--- config.mk ---
export PLATFORM = sky130hd
export DESIGN_NAME = inst_encoder_flat
export DESIGN_NICKNAME = d
export VERILOG_FILES = /design/src/rtl/riscv_pkg.sv /design/src/rtl/inst_encoder_if.sv /design/src/rtl/inst_pack.sv /design/src/rtl/inst_encoder.sv /design/src/flat_wrapper.sv
export SDC_FILE = /design/constraint.sdc
export NUM_CORES = 1
export LEC_CHECK = 0
export BUFFER_PORTS_ARGS = -buffer_cell sky130_fd_sc_hd__buf_4
export CORE_MARGIN = 2
export CORE_UTILIZATION = 54
export CTS_CLUSTER_DIAMETER = 60
export DETAILED_ROUTE_END_ITERATION = 12
export PLACE_DENSITY_LB_ADDON = 0.08
export SETUP_SLACK_MARGIN = 0.2
export SYNTH_ARGS = -nofsm -noshare
export SYNTH_HDL_FRONTEND = slang
export SYNTH_HIERARCHICAL = 1
export SYNTH_SLANG_ARGS = --single-unit
--- constraint.sdc ---
create_clock -name clk -period 5.05 [get_ports clk]
set_clock_uncertainty 0.05 [all_clocks]
set_input_delay 0.505 -clock clk [delete_from_list [all_inputs] [get_ports clk]]
set_output_delay 0.505 -clock clk [all_outputs]
set_load 0.03 [all_outputs]
--- src/rtl/riscv_pkg.sv ---
// rtl/riscv_pkg.sv - RV32I opcodes, request kinds and immediate limits shared by the encoder
package riscv_pkg;

    localparam logic [6:0] OPC_OP     = 7'b0110011;
    localparam logic [6:0] OPC_OP_IMM = 7'b0010011;
    localparam logic [6:0] OPC_LOAD   = 7'b0000011;
    localparam logic [6:0] OPC_STORE  = 7'b0100011;
    localparam logic [6:0] OPC_BRANCH = 7'b1100011;
    localparam logic [6:0] OPC_LUI    = 7'b0110111;
    localparam logic [6:0] OPC_AUIPC  = 7'b0010111;
    localparam logic [6:0] OPC_JAL    = 7'b1101111;
    localparam logic [6:0] OPC_JALR   = 7'b1100111;
    localparam logic [6:0] OPC_SYSTEM = 7'b1110011;

    typedef enum logic [2:0] {
        KIND_R    = 3'd0,
        KIND_I    = 3'd1,
        KIND_S    = 3'd2,
        KIND_B    = 3'd3,
        KIND_U    = 3'd4,
        KIND_J    = 3'd5,
        KIND_LI   = 3'd6,
        KIND_RSVD = 3'd7
    } kind_e;

    typedef enum logic {
        ST_IDLE  = 1'b0,
        ST_LI_LO = 1'b1
    } state_e;

    localparam int signed IMM12_MIN = -2048;
    localparam int signed IMM12_MAX = 2047;
    localparam int signed IMMB_MIN  = -4096;
    localparam int signed IMMB_MAX  = 4094;
    localparam int signed IMMJ_MIN  = -1048576;
    localparam int signed IMMJ_MAX  = 1048574;

    function automatic logic fits_s12(input logic [31:0] v);
        return ($signed(v) >= IMM12_MIN) && ($signed(v) <= IMM12_MAX);
    endfunction

endpackage

--- src/rtl/inst_encoder_if.sv ---
// rtl/inst_encoder_if.sv - request and instruction-word handshake bundle of the encoder
interface inst_encoder_if;
    logic        req_valid;
    logic        req_ready;
    logic [2:0]  req_kind;
    logic [6:0]  req_opcode;
    logic [2:0]  req_funct3;
    logic [6:0]  req_funct7;
    logic [4:0]  req_rd;
    logic [4:0]  req_rs1;
    logic [4:0]  req_rs2;
    logic [31:0] req_imm;
    logic        inst_valid;
    logic        inst_ready;
    logic [31:0] inst;
    logic        inst_fault;
    logic        inst_last;

    modport slave (
        input  req_valid, req_kind, req_opcode, req_funct3, req_funct7,
        input  req_rd, req_rs1, req_rs2, req_imm, inst_ready,
        output req_ready, inst_valid, inst, inst_fault, inst_last
    );

    modport master (
        output req_valid, req_kind, req_opcode, req_funct3, req_funct7,
        output req_rd, req_rs1, req_rs2, req_imm, inst_ready,
        input  req_ready, inst_valid, inst, inst_fault, inst_last
    );
endinterface

--- src/rtl/inst_pack.sv ---
// rtl/inst_pack.sv - combinational RV32I field packer with immediate range check
module inst_pack
    import riscv_pkg::*;
(
    input  kind_e       i_kind,
    input  logic [6:0]  i_opcode,
    input  logic [2:0]  i_funct3,
    input  logic [6:0]  i_funct7,
    input  logic [4:0]  i_rd,
    input  logic [4:0]  i_rs1,
    input  logic [4:0]  i_rs2,
    input  logic [31:0] i_imm,
    output logic [31:0] o_word,
    output logic        o_fault
);
    logic [31:0] w_raw;
    logic        w_range;

    always_comb begin
        w_raw   = 32'h0;
        w_range = 1'b0;
        case (i_kind)
            KIND_R: w_raw = {i_funct7, i_rs2, i_rs1, i_funct3, i_rd, i_opcode};
            KIND_I: begin
                w_range = !fits_s12(i_imm);
                w_raw   = {i_imm[11:0], i_rs1, i_funct3, i_rd, i_opcode};
            end
            KIND_S: begin
                w_range = !fits_s12(i_imm);
                w_raw   = {i_imm[11:5], i_rs2, i_rs1, i_funct3, i_imm[4:0], i_opcode};
            end
            KIND_B: begin
                w_range = i_imm[0] || ($signed(i_imm) < IMMB_MIN) || ($signed(i_imm) > IMMB_MAX);
                w_raw   = {i_imm[12], i_imm[10:5], i_rs2, i_rs1, i_funct3,
                           i_imm[4:1], i_imm[11], i_opcode};
            end
            KIND_U: begin
                w_range = (i_imm[11:0] != 12'h0);
                w_raw   = {i_imm[31:12], i_rd, i_opcode};
            end
            KIND_J: begin
                w_range = i_imm[0] || ($signed(i_imm) < IMMJ_MIN) || ($signed(i_imm) > IMMJ_MAX);
                w_raw   = {i_imm[20], i_imm[10:1], i_imm[11], i_imm[19:12], i_rd, i_opcode};
            end
            // LI is expanded before packing, so reaching here as LI means reserved
            default: w_range = 1'b1;
        endcase
    end

    assign o_fault = w_range;
    assign o_word  = w_range ? 32'h0 : w_raw;
endmodule

--- src/rtl/inst_encoder.sv ---
// rtl/inst_encoder.sv - RV32I encoder with LI expansion and a single-entry registered output
module inst_encoder
    import riscv_pkg::*;
(
    input  logic           clk,
    input  logic           rst,
    inst_encoder_if.slave  bus
);
    state_e      r_state, w_state_nxt;
    logic        r_valid, r_fault, r_last;
    logic [31:0] r_inst;
    logic [4:0]  r_li_rd;
    logic [11:0] r_li_lo;

    logic        w_valid_nxt, w_fault_nxt, w_last_nxt;
    logic [31:0] w_inst_nxt;
    logic        w_load, w_accept, w_is_li, w_li_pair;
    logic [31:0] w_li_hi;
    kind_e       w_req_kind;

    kind_e       w_p_kind;
    logic [6:0]  w_p_opcode, w_p_funct7;
    logic [2:0]  w_p_funct3;
    logic [4:0]  w_p_rd, w_p_rs1, w_p_rs2;
    logic [31:0] w_p_imm, w_word;
    logic        w_fault;

    assign w_req_kind    = kind_e'(bus.req_kind);
    assign w_load        = !r_valid || bus.inst_ready;
    assign bus.req_ready = !rst && (r_state == ST_IDLE) && w_load;
    assign w_accept      = bus.req_valid && bus.req_ready;
    assign w_is_li       = (w_req_kind == KIND_LI);
    assign w_li_pair     = !fits_s12(bus.req_imm) && (bus.req_imm[11:0] != 12'h0);
    // Rounding the upper part compensates for the sign-extended low 12 bits of the ADDI
    assign w_li_hi       = (bus.req_imm + 32'h0000_0800) & 32'hFFFF_F000;

    always_comb begin
        w_p_kind   = w_req_kind;
        w_p_opcode = bus.req_opcode;
        w_p_funct3 = bus.req_funct3;
        w_p_funct7 = bus.req_funct7;
        w_p_rd     = bus.req_rd;
        w_p_rs1    = bus.req_rs1;
        w_p_rs2    = bus.req_rs2;
        w_p_imm    = bus.req_imm;
        if (r_state == ST_LI_LO) begin
            w_p_kind   = KIND_I;
            w_p_opcode = OPC_OP_IMM;
            w_p_funct3 = 3'd0;
            w_p_funct7 = 7'd0;
            w_p_rd     = r_li_rd;
            w_p_rs1    = r_li_rd;
            w_p_rs2    = 5'd0;
            w_p_imm    = {{20{r_li_lo[11]}}, r_li_lo};
        end else if (w_is_li) begin
            w_p_funct3 = 3'd0;
            w_p_funct7 = 7'd0;
            w_p_rs1    = 5'd0;
            w_p_rs2    = 5'd0;
            if (fits_s12(bus.req_imm)) begin
                w_p_kind   = KIND_I;
                w_p_opcode = OPC_OP_IMM;
            end else begin
                w_p_kind   = KIND_U;
                w_p_opcode = OPC_LUI;
                w_p_imm    = w_li_pair ? w_li_hi : bus.req_imm;
            end
        end
    end

    inst_pack u_pack (
        .i_kind   (w_p_kind),
        .i_opcode (w_p_opcode),
        .i_funct3 (w_p_funct3),
        .i_funct7 (w_p_funct7),
        .i_rd     (w_p_rd),
        .i_rs1    (w_p_rs1),
        .i_rs2    (w_p_rs2),
        .i_imm    (w_p_imm),
        .o_word   (w_word),
        .o_fault  (w_fault)
    );

    always_comb begin
        w_state_nxt = r_state;
        w_valid_nxt = r_valid;
        w_inst_nxt  = r_inst;
        w_fault_nxt = r_fault;
        w_last_nxt  = r_last;
        case (r_state)
            ST_IDLE: begin
                if (w_accept) begin
                    w_valid_nxt = 1'b1;
                    w_inst_nxt  = w_word;
                    w_fault_nxt = w_fault;
                    w_last_nxt  = !(w_is_li && w_li_pair);
                    if (w_is_li && w_li_pair)
                        w_state_nxt = ST_LI_LO;
                end else if (w_load) begin
                    w_valid_nxt = 1'b0;
                end
            end
            ST_LI_LO: begin
                if (w_load) begin
                    w_valid_nxt = 1'b1;
                    w_inst_nxt  = w_word;
                    w_fault_nxt = w_fault;
                    w_last_nxt  = 1'b1;
                    w_state_nxt = ST_IDLE;
                end
            end
            default: w_state_nxt = ST_IDLE;
        endcase
    end

    always_ff @(posedge clk) begin
        if (rst) begin
            r_state <= ST_IDLE;
            r_valid <= 1'b0;
            r_inst  <= 32'h0;
            r_fault <= 1'b0;
            r_last  <= 1'b0;
            r_li_rd <= 5'd0;
            r_li_lo <= 12'h0;
        end else begin
            r_state <= w_state_nxt;
            r_valid <= w_valid_nxt;
            r_inst  <= w_inst_nxt;
            r_fault <= w_fault_nxt;
            r_last  <= w_last_nxt;
            if (r_state == ST_IDLE && w_accept) begin
                r_li_rd <= bus.req_rd;
                r_li_lo <= bus.req_imm[11:0];
            end
        end
    end

    assign bus.inst_valid = r_valid;
    assign bus.inst       = r_inst;
    assign bus.inst_fault = r_fault;
    assign bus.inst_last  = r_last;
endmodule

--- src/flat_wrapper.sv ---
// flat-port wrapper written by rule: the top's interface ports become plain ports
module inst_encoder_flat import riscv_pkg::*;
  (clk, rst, bus_req_valid, bus_req_kind, bus_req_opcode, bus_req_funct3, bus_req_funct7, bus_req_rd, bus_req_rs1, bus_req_rs2, bus_req_imm, bus_inst_ready, bus_req_ready, bus_inst_valid, bus_inst, bus_inst_fault, bus_inst_last);
  inst_encoder_if bus_i ();
  input  logic clk;
  input  logic rst;
  input wire logic [$bits(bus_i.req_valid)-1:0] bus_req_valid;
  input wire logic [$bits(bus_i.req_kind)-1:0] bus_req_kind;
  input wire logic [$bits(bus_i.req_opcode)-1:0] bus_req_opcode;
  input wire logic [$bits(bus_i.req_funct3)-1:0] bus_req_funct3;
  input wire logic [$bits(bus_i.req_funct7)-1:0] bus_req_funct7;
  input wire logic [$bits(bus_i.req_rd)-1:0] bus_req_rd;
  input wire logic [$bits(bus_i.req_rs1)-1:0] bus_req_rs1;
  input wire logic [$bits(bus_i.req_rs2)-1:0] bus_req_rs2;
  input wire logic [$bits(bus_i.req_imm)-1:0] bus_req_imm;
  input wire logic [$bits(bus_i.inst_ready)-1:0] bus_inst_ready;
  output wire logic [$bits(bus_i.req_ready)-1:0] bus_req_ready;
  output wire logic [$bits(bus_i.inst_valid)-1:0] bus_inst_valid;
  output wire logic [$bits(bus_i.inst)-1:0] bus_inst;
  output wire logic [$bits(bus_i.inst_fault)-1:0] bus_inst_fault;
  output wire logic [$bits(bus_i.inst_last)-1:0] bus_inst_last;
  assign bus_i.req_valid = bus_req_valid;
  assign bus_i.req_kind = bus_req_kind;
  assign bus_i.req_opcode = bus_req_opcode;
  assign bus_i.req_funct3 = bus_req_funct3;
  assign bus_i.req_funct7 = bus_req_funct7;
  assign bus_i.req_rd = bus_req_rd;
  assign bus_i.req_rs1 = bus_req_rs1;
  assign bus_i.req_rs2 = bus_req_rs2;
  assign bus_i.req_imm = bus_req_imm;
  assign bus_i.inst_ready = bus_inst_ready;
  assign bus_req_ready = bus_i.req_ready;
  assign bus_inst_valid = bus_i.inst_valid;
  assign bus_inst = bus_i.inst;
  assign bus_inst_fault = bus_i.inst_fault;
  assign bus_inst_last = bus_i.inst_last;
  inst_encoder u_core (.clk(clk), .rst(rst), .bus(bus_i));
endmodule
# After elaboration in Yosys (flattened, before gate mapping)
# Cells that the tools add are included.
# Widths: inputs -> output; s select.
dict set report word_totals {
  out_inout_bits 36
  reg_bits 53
  wordCells 88
  input_bits 71
}
dict set report op_classes {
  n_eq_ne 9
  mux 38
  order_cmp 8
  bitwise_logic 1
  n_addsub 1
  reduce_logical 24
}
# operator count
set op_table {}
lappend op_table {{$mux 32} 7}
lappend op_table {{$pmux 32 s6} 1}
lappend op_table {{$ge 32x12->1 const B} 2}
lappend op_table {{$le 32x12->1 const B} 2}
lappend op_table {{$pmux 32 s2} 1}
lappend op_table {{$add 32x12->32 const B} 1}
lappend op_table {{$gt 32x13->1 const B} 1}
lappend op_table {{$gt 32x21->1 const B} 1}
lappend op_table {{$lt 32x13->1 const B} 1}
lappend op_table {{$lt 32x21->1 const B} 1}
lappend op_table {{$mux 7} 4}
lappend op_table {{$mux 5} 5}
lappend op_table {{$reduce_bool 12->1} 2}
lappend op_table {{$mux 3} 5}
lappend op_table {{$eq 3x3->1 const B} 3}
lappend op_table {{$mux 1} 9}
lappend op_table {{$logic_and 1x1->1} 8}
lappend op_table {{$pmux 1 s2} 4}
lappend op_table {{$eq 3x2->1 const B} 2}
lappend op_table {{$mux 6} 1}
lappend op_table {{$logic_not 1->1} 5}
lappend op_table {{$logic_or 1x1->1} 5}
lappend op_table {{$pmux 1 s5} 1}
lappend op_table {{$reduce_and 2->1} 2}
lappend op_table {{other kinds (7)} 7}

# Longest topological paths before layout
dict set report logic_depth {
  depth_word 15
  depth_mapped 14
  depth_no_buf 13
}

# Hierarchy
# The synthesis kept the hierarchy.
# module seq_area_each_um2 cells_per_inst n_inst area_each_um2
set modules_own_cells {}
lappend modules_own_cells {inst_encoder 1061.0 446 1 3176.8}
lappend modules_own_cells {inst_pack 0.0 143 1 1188.6}

# Worst setup path before layout
# No wires, ideal clock.
dict set report synth_timing {
  kind {in2reg}
  from {in bus_req_imm[18]}
  to {reg u_core.r_inst[17], in the netlist u_core/bus.inst[17]}
  setup_ps 70
  n_path_buf 2
  slack_ps 1908
  arrival_time_ps 3022
  t_required_ps 4930
  path_stages 14
  path_cell_list {nor4_1 > nand2_1 > nor3_1 > buf_2 > nor4_1 > xor2_1 > o21a_1 > nor4_2 > a41oi_2 > a2bb2oi_4 > buf_6 > a211oi_2 > nand2_1 > a21oi_1}
}
dict set report synth_between {
  elab_chain_cells 15
  word_cells_on_any_way 39
  classes_between {add/sub (1); order compare (8); eq/ne (5); mux (13); reduce/logical (12)}
}
# item line
set synth_rtl {}
lappend synth_rtl {{from (decl)} flat_wrapper.sv:15} ;# input wire logic [$bits(bus_i.req_imm)-1:0] bus_req_imm;
lappend synth_rtl {{$ge 32x12->1 / $le 32x12->1 (equally long branches)} riscv_pkg.sv:39} ;# return ($signed(v) >= IMM12_MIN) && ($signed(v) <= IMM12_MAX);
lappend synth_rtl {{$logic_and 1x1->1} riscv_pkg.sv:39}
lappend synth_rtl {{$logic_not 1->1} inst_encoder.sv:33} ;# assign w_li_pair = !fits_s12(bus.req_imm) && (bus.req_imm[11:0] != 12'h0);
lappend synth_rtl {{$logic_and 1x1->1} inst_encoder.sv:33}
lappend synth_rtl {{$mux 32} inst_encoder.sv:66} ;# w_p_imm = w_li_pair ? w_li_hi : bus.req_imm;
lappend synth_rtl {{$mux 32 *} inst_encoder.sv:60} ;# if (fits_s12(bus.req_imm)) begin
lappend synth_rtl {{$mux 32 *} inst_encoder.sv:55} ;# end else if (w_is_li) begin
lappend synth_rtl {{$mux 32 *} inst_encoder.sv:46} ;# if (r_state == ST_LI_LO) begin
lappend synth_rtl {{via u_core.w_p_imm[31]} inst_encoder.sv:25} ;# logic [31:0] w_p_imm, w_word;
lappend synth_rtl {{$lt 32x21->1, or another cell as far along} inst_pack.sv:42} ;# w_range = i_imm[0] || ($signed(i_imm) < IMMJ_MIN) || ($signed(i_imm) > IMMJ_MAX);
lappend synth_rtl {{$logic_or 1x1->1, or another cell as far along (2 in a row)} inst_pack.sv:42}
lappend synth_rtl {{$pmux 1 s5 *} inst_pack.sv:22} ;# case (i_kind)
lappend synth_rtl {{$mux 32 *} inst_pack.sv:51} ;# assign o_word = w_range ? 32'h0 : w_raw;
lappend synth_rtl {{$mux 32, on equally long branches} {inst_encoder.sv:104, inst_encoder.sv:92}}
lappend synth_rtl {{$pmux 32 s2 *} inst_encoder.sv:90} ;# case (r_state)
lappend synth_rtl {{via u_core.w_inst_nxt[17]} inst_encoder.sv:16} ;# logic [31:0] w_inst_nxt;
lappend synth_rtl {{to (signal assigned)} inst_encoder.sv:128} ;# r_inst <= w_inst_nxt;
lappend synth_rtl {{to (decl)} inst_encoder.sv:11} ;# logic [31:0] r_inst;
# Mark *: on every way through the listed nets, which the timed path passes. The rest lies on a longest branch. The select of a mux whose other input is x is not followed.
# A chain may end at the register's enable or synchronous reset.

# Worst setup path in the final report
dict set report layout_timing {
  from {in bus_req_kind[0]}
  to {reg u_core.r_inst[19], in the netlist u_core/bus.inst[19]}
}
dict set report layout_between {
  elab_chain_cells 10
  word_cells_on_any_way 33
  classes_between {order compare (6); eq/ne (6); mux (12); reduce/logical (9)}
}
# item line
set layout_rtl {}
lappend layout_rtl {{from (decl)} flat_wrapper.sv:8} ;# input wire logic [$bits(bus_i.req_kind)-1:0] bus_req_kind;
lappend layout_rtl {{$eq 3x3->1 *} inst_encoder.sv:32} ;# assign w_is_li = (w_req_kind == KIND_LI);
lappend layout_rtl {{$mux 32 *} inst_encoder.sv:55}
lappend layout_rtl {{$mux 32 *} inst_encoder.sv:46}
lappend layout_rtl {{via u_core.w_p_imm[22]} inst_encoder.sv:25}
lappend layout_rtl {{$lt 32x21->1, or another cell as far along} inst_pack.sv:42}
lappend layout_rtl {{$logic_or 1x1->1, or another cell as far along (2 in a row)} inst_pack.sv:42}
lappend layout_rtl {{$pmux 1 s5 *} inst_pack.sv:22}
lappend layout_rtl {{$mux 32 *} inst_pack.sv:51}
lappend layout_rtl {{$mux 32, on equally long branches} {inst_encoder.sv:104, inst_encoder.sv:92}}
lappend layout_rtl {{$pmux 32 s2 *} inst_encoder.sv:90}
lappend layout_rtl {{via u_core.w_inst_nxt[19]} inst_encoder.sv:16}
# Marked as above.

==> impl_metrics.xml <==
<?xml version="1.0" encoding="UTF-8"?>
<metrics>
  <group name="status">
    <metric name="status" unit="">finished, final reports clean</metric>
  </group>
  <group name="global_route">
    <metric name="globalRoute.busiestLayer" unit="">met2</metric>
    <metric name="globalRouteOverflowTotal" unit="">0</metric>
    <metric name="grt_first_pass_wirelength" unit="um">21100</metric>
    <metric name="groute.layer.met3.usage" unit="%">4.49</metric>
    <metric name="grt_antenna_before_repair" unit="">0</metric>
    <metric name="overall_global_routing_resource_usage" unit="%">30.0</metric>
    <metric name="grt_start_max_net_pins" unit="">55</metric>
    <metric name="met1_usage" unit="%">41.5</metric>
    <metric name="vias_in_the_first_global_route" unit="">4238</metric>
    <metric name="globalRouteMet2Util" unit="%">49.1</metric>
  </group>
  <group name="pwr">
    <metric name="vdd_ir_drop_max" unit="mV">0.0995</metric>
    <metric name="leakagePower" unit="uW">0.00196</metric>
    <metric name="finalPower" unit="uW">1020</metric>
    <metric name="p_per_area" unit="mW/mm2">196</metric>
  </group>
  <group name="detailed_routing">
    <metric name="detail_route.drc_violations" unit="">0</metric>
    <metric name="routed_wl" unit="um">13400</metric>
    <metric name="initialDrtViolationCount" unit="">346</metric>
    <metric name="drt_first_pass_iters" unit="">7</metric>
    <metric name="total_number_of_vias" unit="">4705</metric>
    <metric name="final_antenna_net_count" unit="">0</metric>
    <metric name="route.detailed.wl_per_inst" unit="um">17.5</metric>
    <metric name="viasPerCell" unit="">6.15</metric>
  </group>
  <group name="timing">
    <metric name="setup_viol_count_final" unit="">0</metric>
    <metric name="maxSlewHeadroom" unit="%">18.9</metric>
    <metric name="timing.final.crit_share" unit="%">78.4</metric>
    <metric name="maxClockFrequency" unit="MHz">253</metric>
    <metric name="final_hold_viol_count" unit="">0</metric>
    <metric name="totalNegativeSetupSlack" unit="ns">0</metric>
    <metric name="period_needed" unit="ns">3.96</metric>
    <metric name="finalHoldWorstSlack" unit="ns">0.350</metric>
    <metric name="max_slew.worst_pin.slew" unit="ns">1.21</metric>
    <metric name="grt_setup_unrepaired" unit="">false</metric>
    <metric name="timing_max_transition_violations_final" unit="">0</metric>
  </group>
  <group name="floorplanning">
    <metric name="die_width" unit="um">93.9</metric>
    <metric name="row_count" unit="">32</metric>
    <metric name="ios" unit="">107</metric>
    <metric name="core_area" unit="mm2">0.00777</metric>
    <metric name="chipHeight" unit="um">93.9</metric>
    <metric name="start_util" unit="%">56.2</metric>
    <metric name="dieArea" unit="mm2">0.00882</metric>
  </group>
  <group name="critical_path">
    <metric name="critical_path.cell_chain" unit="">buf_4 -&gt; nand3b_1 -&gt; or3_1 -&gt; nor3_1 -&gt; a311oi_1 -&gt; nor3_1 -&gt; nor4_1 -&gt; nand3_1 -&gt; a2bb2oi_4 -&gt; a211oi_2 -&gt; nand2_1 -&gt; a21oi_1</metric>
    <metric name="crit_path_largest_cell_delay" unit="ns">0.90</metric>
    <metric name="worst_path_dominant_cell_family" unit="">simple AND/OR/NAND/NOR gates</metric>
    <metric name="worstRegToRegCells" unit="">8</metric>
    <metric name="crit_path_start_kind" unit="">input port</metric>
    <metric name="cp_data_arrival_time" unit="ns">4.07</metric>
    <metric name="critical_path.n_buffers_inverters" unit="">1</metric>
    <metric name="critical_path_top_delay_cell" unit="">sky130_fd_sc_hd__a2bb2oi_4</metric>
    <metric name="timing.critical_path.mode_cell" unit="">sky130_fd_sc_hd__nor3_1</metric>
    <metric name="timing.critical_path.depth" unit="">12</metric>
    <metric name="path_max_fanout" unit="">33</metric>
    <metric name="timing.setup.critical_path_class" unit="">input port to flip-flop</metric>
    <metric name="timing.critical_path.required" unit="ns">5.16</metric>
    <metric name="endpoint_kind_of_the_worst_setup_timing_path" unit="">flip-flop</metric>
  </group>
  <group name="cts">
    <metric name="cts_buffers" unit="">5</metric>
    <metric name="tritoncts_num_sinks" unit="">53</metric>
    <metric name="cts_post_setup_buffers_inserted" unit="">0</metric>
    <metric name="holdBufCountCts" unit="">0</metric>
    <metric name="master_cell_of_the_clock_root_buffer" unit="">sky130_fd_sc_hd__clkbuf_8</metric>
    <metric name="cts_resized" unit="">0</metric>
    <metric name="worst_skew_pair.late_latency" unit="ns">0.30</metric>
    <metric name="path_clk_slew" unit="ns">0.10</metric>
    <metric name="h_tree_levels" unit="">2</metric>
    <metric name="cts_max_path_buffers" unit="">2</metric>
    <metric name="clock_tree_from_tritoncts" unit="">done</metric>
  </group>
  <group name="hold_path">
    <metric name="holdPathStages" unit="">3</metric>
    <metric name="hold_path.class" unit="">input port to flip-flop</metric>
  </group>
  <group name="synth">
    <metric name="synthesis.area" unit="mm2">0.00437</metric>
    <metric name="synth_warnings" unit="">6</metric>
    <metric name="post-synth-top-area-fraction" unit="%">24.3</metric>
    <metric name="postSynthRegisterBits" unit="">53</metric>
    <metric name="mappedNetlistNets" unit="">661</metric>
    <metric name="netlist_top_cells_count" unit="">120 x sky130_fd_sc_hd__nand2_1, 53 x sky130_fd_sc_hd__dfxtp_1, 46 x sky130_fd_sc_hd__a21oi_1, 31 x sky130_fd_sc_hd__o21ai_0, 30 x sky130_fd_sc_hd__a211oi_2</metric>
    <metric name="synth.yosys.seq_area_share" unit="%">24.3</metric>
    <metric name="post-synth-top-area-cell" unit="">sky130_fd_sc_hd__dfxtp_1</metric>
    <metric name="synthMostInstantiatedCell" unit="">sky130_fd_sc_hd__nand2_1</metric>
    <metric name="yosys_most_used_dff" unit="">sky130_fd_sc_hd__dfxtp_1</metric>
    <metric name="number_of_synthesized_flops_with_an_enable_pin" unit="">0</metric>
    <metric name="yosys-top-cells-area" unit="">sky130_fd_sc_hd__dfxtp_1 24%, sky130_fd_sc_hd__nand2_1 10%, sky130_fd_sc_hd__a211oi_2 8.6%, sky130_fd_sc_hd__a21oi_1 5.3%, sky130_fd_sc_hd__a22oi_1 5.0%</metric>
    <metric name="post_synth_inst_count" unit="">589</metric>
    <metric name="synthArstFlopShare" unit="%">0</metric>
    <metric name="post_synth.cell_area_avg" unit="um2">7.41</metric>
    <metric name="post_synth_num_cell_types" unit="">59</metric>
  </group>
  <group name="finish">
    <metric name="antennaDiodeCount" unit="">0</metric>
    <metric name="layout.cell_area.non_filler" unit="mm2">0.00520</metric>
    <metric name="area.growth.synth_to_final" unit="%">19.2</metric>
    <metric name="finalNetCount" unit="">734</metric>
    <metric name="post_route_cells_drive_above_1_share" unit="%">26.4</metric>
    <metric name="postLayoutCoreUtil" unit="%">67.0</metric>
  </group>
  <group name="place">
    <metric name="place_area" unit="mm2">0.00512</metric>
    <metric name="placement.io_buffers" unit="">106</metric>
    <metric name="globalplace.congestion" unit="">0.951</metric>
    <metric name="detailed_place_hpwl" unit="um">9970</metric>
  </group>
  <group name="job">
    <metric name="timing.max_cap.violations" unit="">0</metric>
  </group>
</metrics>
[report_power, final]
group	switching (uW)	internal, uW
Clock	144	99.4
Sequential	11.8	435
Combinational	196	132
Total	352	666
[layout make-up]
cell class,instances,area (um2)
clock buffer,6,72.6
clock inverter,2,13.8
fill,699,2560
inverter,13,48.8
multi-input combinational,474,3020
sequential,53,1060
tap,102,128
timing repair buffer,115,863
[flip-flops by register name (all words and copies together), names as in the netlist]
signal                 cells
u_core/r_state             1
u_core/bus.inst           32
u_core/bus.inst_valid      1
u_core/bus.inst_fault      1
u_core/bus.inst_last       1
u_core/r_li_rd             5
u_core/r_li_lo            12
[through the flow]
step / std cells / worst slack (ns)
6_report: 765 / 1.09
5_1_grt: 765 / 0.739
4_1_cts: 765 / 1.23
3_5_place_dp: 757 / 0.928
3_3_place_gp: 757 / 0.829
2_1_floorplan: 589 / 1.91
[cells by family (layout without fill, tap and decap cells)]
logic type      Yosys count  count (layout)  share of synthesized area, %
buf+inv                  62             136                          7.02
compound gates          187             187                          32.7
xor+xnor                 14              14                          2.81
flops                    53              53                          24.3
fa+ha+maj                 1               1                         0.287
mux                      10              10                          2.49
simple gates            262             262                          30.4
[path summary, 6_finish.rpt]
check | startpoint | endpoint | slack [ns]
max | bus_req_kind[0] | u_core/bus.inst[19] | 1.09
min | bus_req_rd[2] | u_core/r_li_rd[2] | 0.35
min reg2reg | u_core/bus.inst[20] | u_core/bus.inst[20] | 0.41
max reg2reg | u_core/r_state | u_core/bus.inst[19] | 1.36
[worst reg2reg max path: cells and delay by family, from the launching register on]
family	cells	cell delay (ns)
and+or+nand+nor	3	1.00
AOI/OAI and AO/OA	4	1.36
buffers and inverters	1	0.43
DFF	1	0.72
[cell usage in the layout, fill, tap and decap left out, types with 2 or more instances in the layout]
cell type / count
sky130_fd_sc_hd__nand2_1: 120
sky130_fd_sc_hd__buf_4: 115
sky130_fd_sc_hd__dfxtp_1: 52
sky130_fd_sc_hd__a21oi_1: 45
sky130_fd_sc_hd__o21ai_0: 31
sky130_fd_sc_hd__a211oi_2: 30
sky130_fd_sc_hd__a22oi_1: 29
sky130_fd_sc_hd__nand2b_1: 21
sky130_fd_sc_hd__nor3_1: 18
sky130_fd_sc_hd__nor2_1: 17
sky130_fd_sc_hd__nor4_1: 16
sky130_fd_sc_hd__nand4_1: 16
sky130_fd_sc_hd__and3_1: 15
sky130_fd_sc_hd__o21a_1: 13
sky130_fd_sc_hd__inv_1: 12
sky130_fd_sc_hd__a22o_1: 9
sky130_fd_sc_hd__xor2_1: 9
sky130_fd_sc_hd__nand3_1: 8
sky130_fd_sc_hd__and2_1: 8
sky130_fd_sc_hd__mux2_2: 7
sky130_fd_sc_hd__o22a_1: 6
sky130_fd_sc_hd__clkbuf_8: 5
sky130_fd_sc_hd__or3_1: 5
sky130_fd_sc_hd__xnor2_1: 5
sky130_fd_sc_hd__a211oi_1: 5
sky130_fd_sc_hd__nor2b_1: 4
sky130_fd_sc_hd__and3_4: 3
sky130_fd_sc_hd__a311oi_1: 3
sky130_fd_sc_hd__mux2i_1: 3
sky130_fd_sc_hd__a21o_1: 2
[layer usage]
layer	share of wire (%)	up-vias
li1	-	2292
met1	44	2194
met2	47	199
met3	7.8	20
met4	1.2	0
met5	0	-
Power figures use the tool's default switching activity.
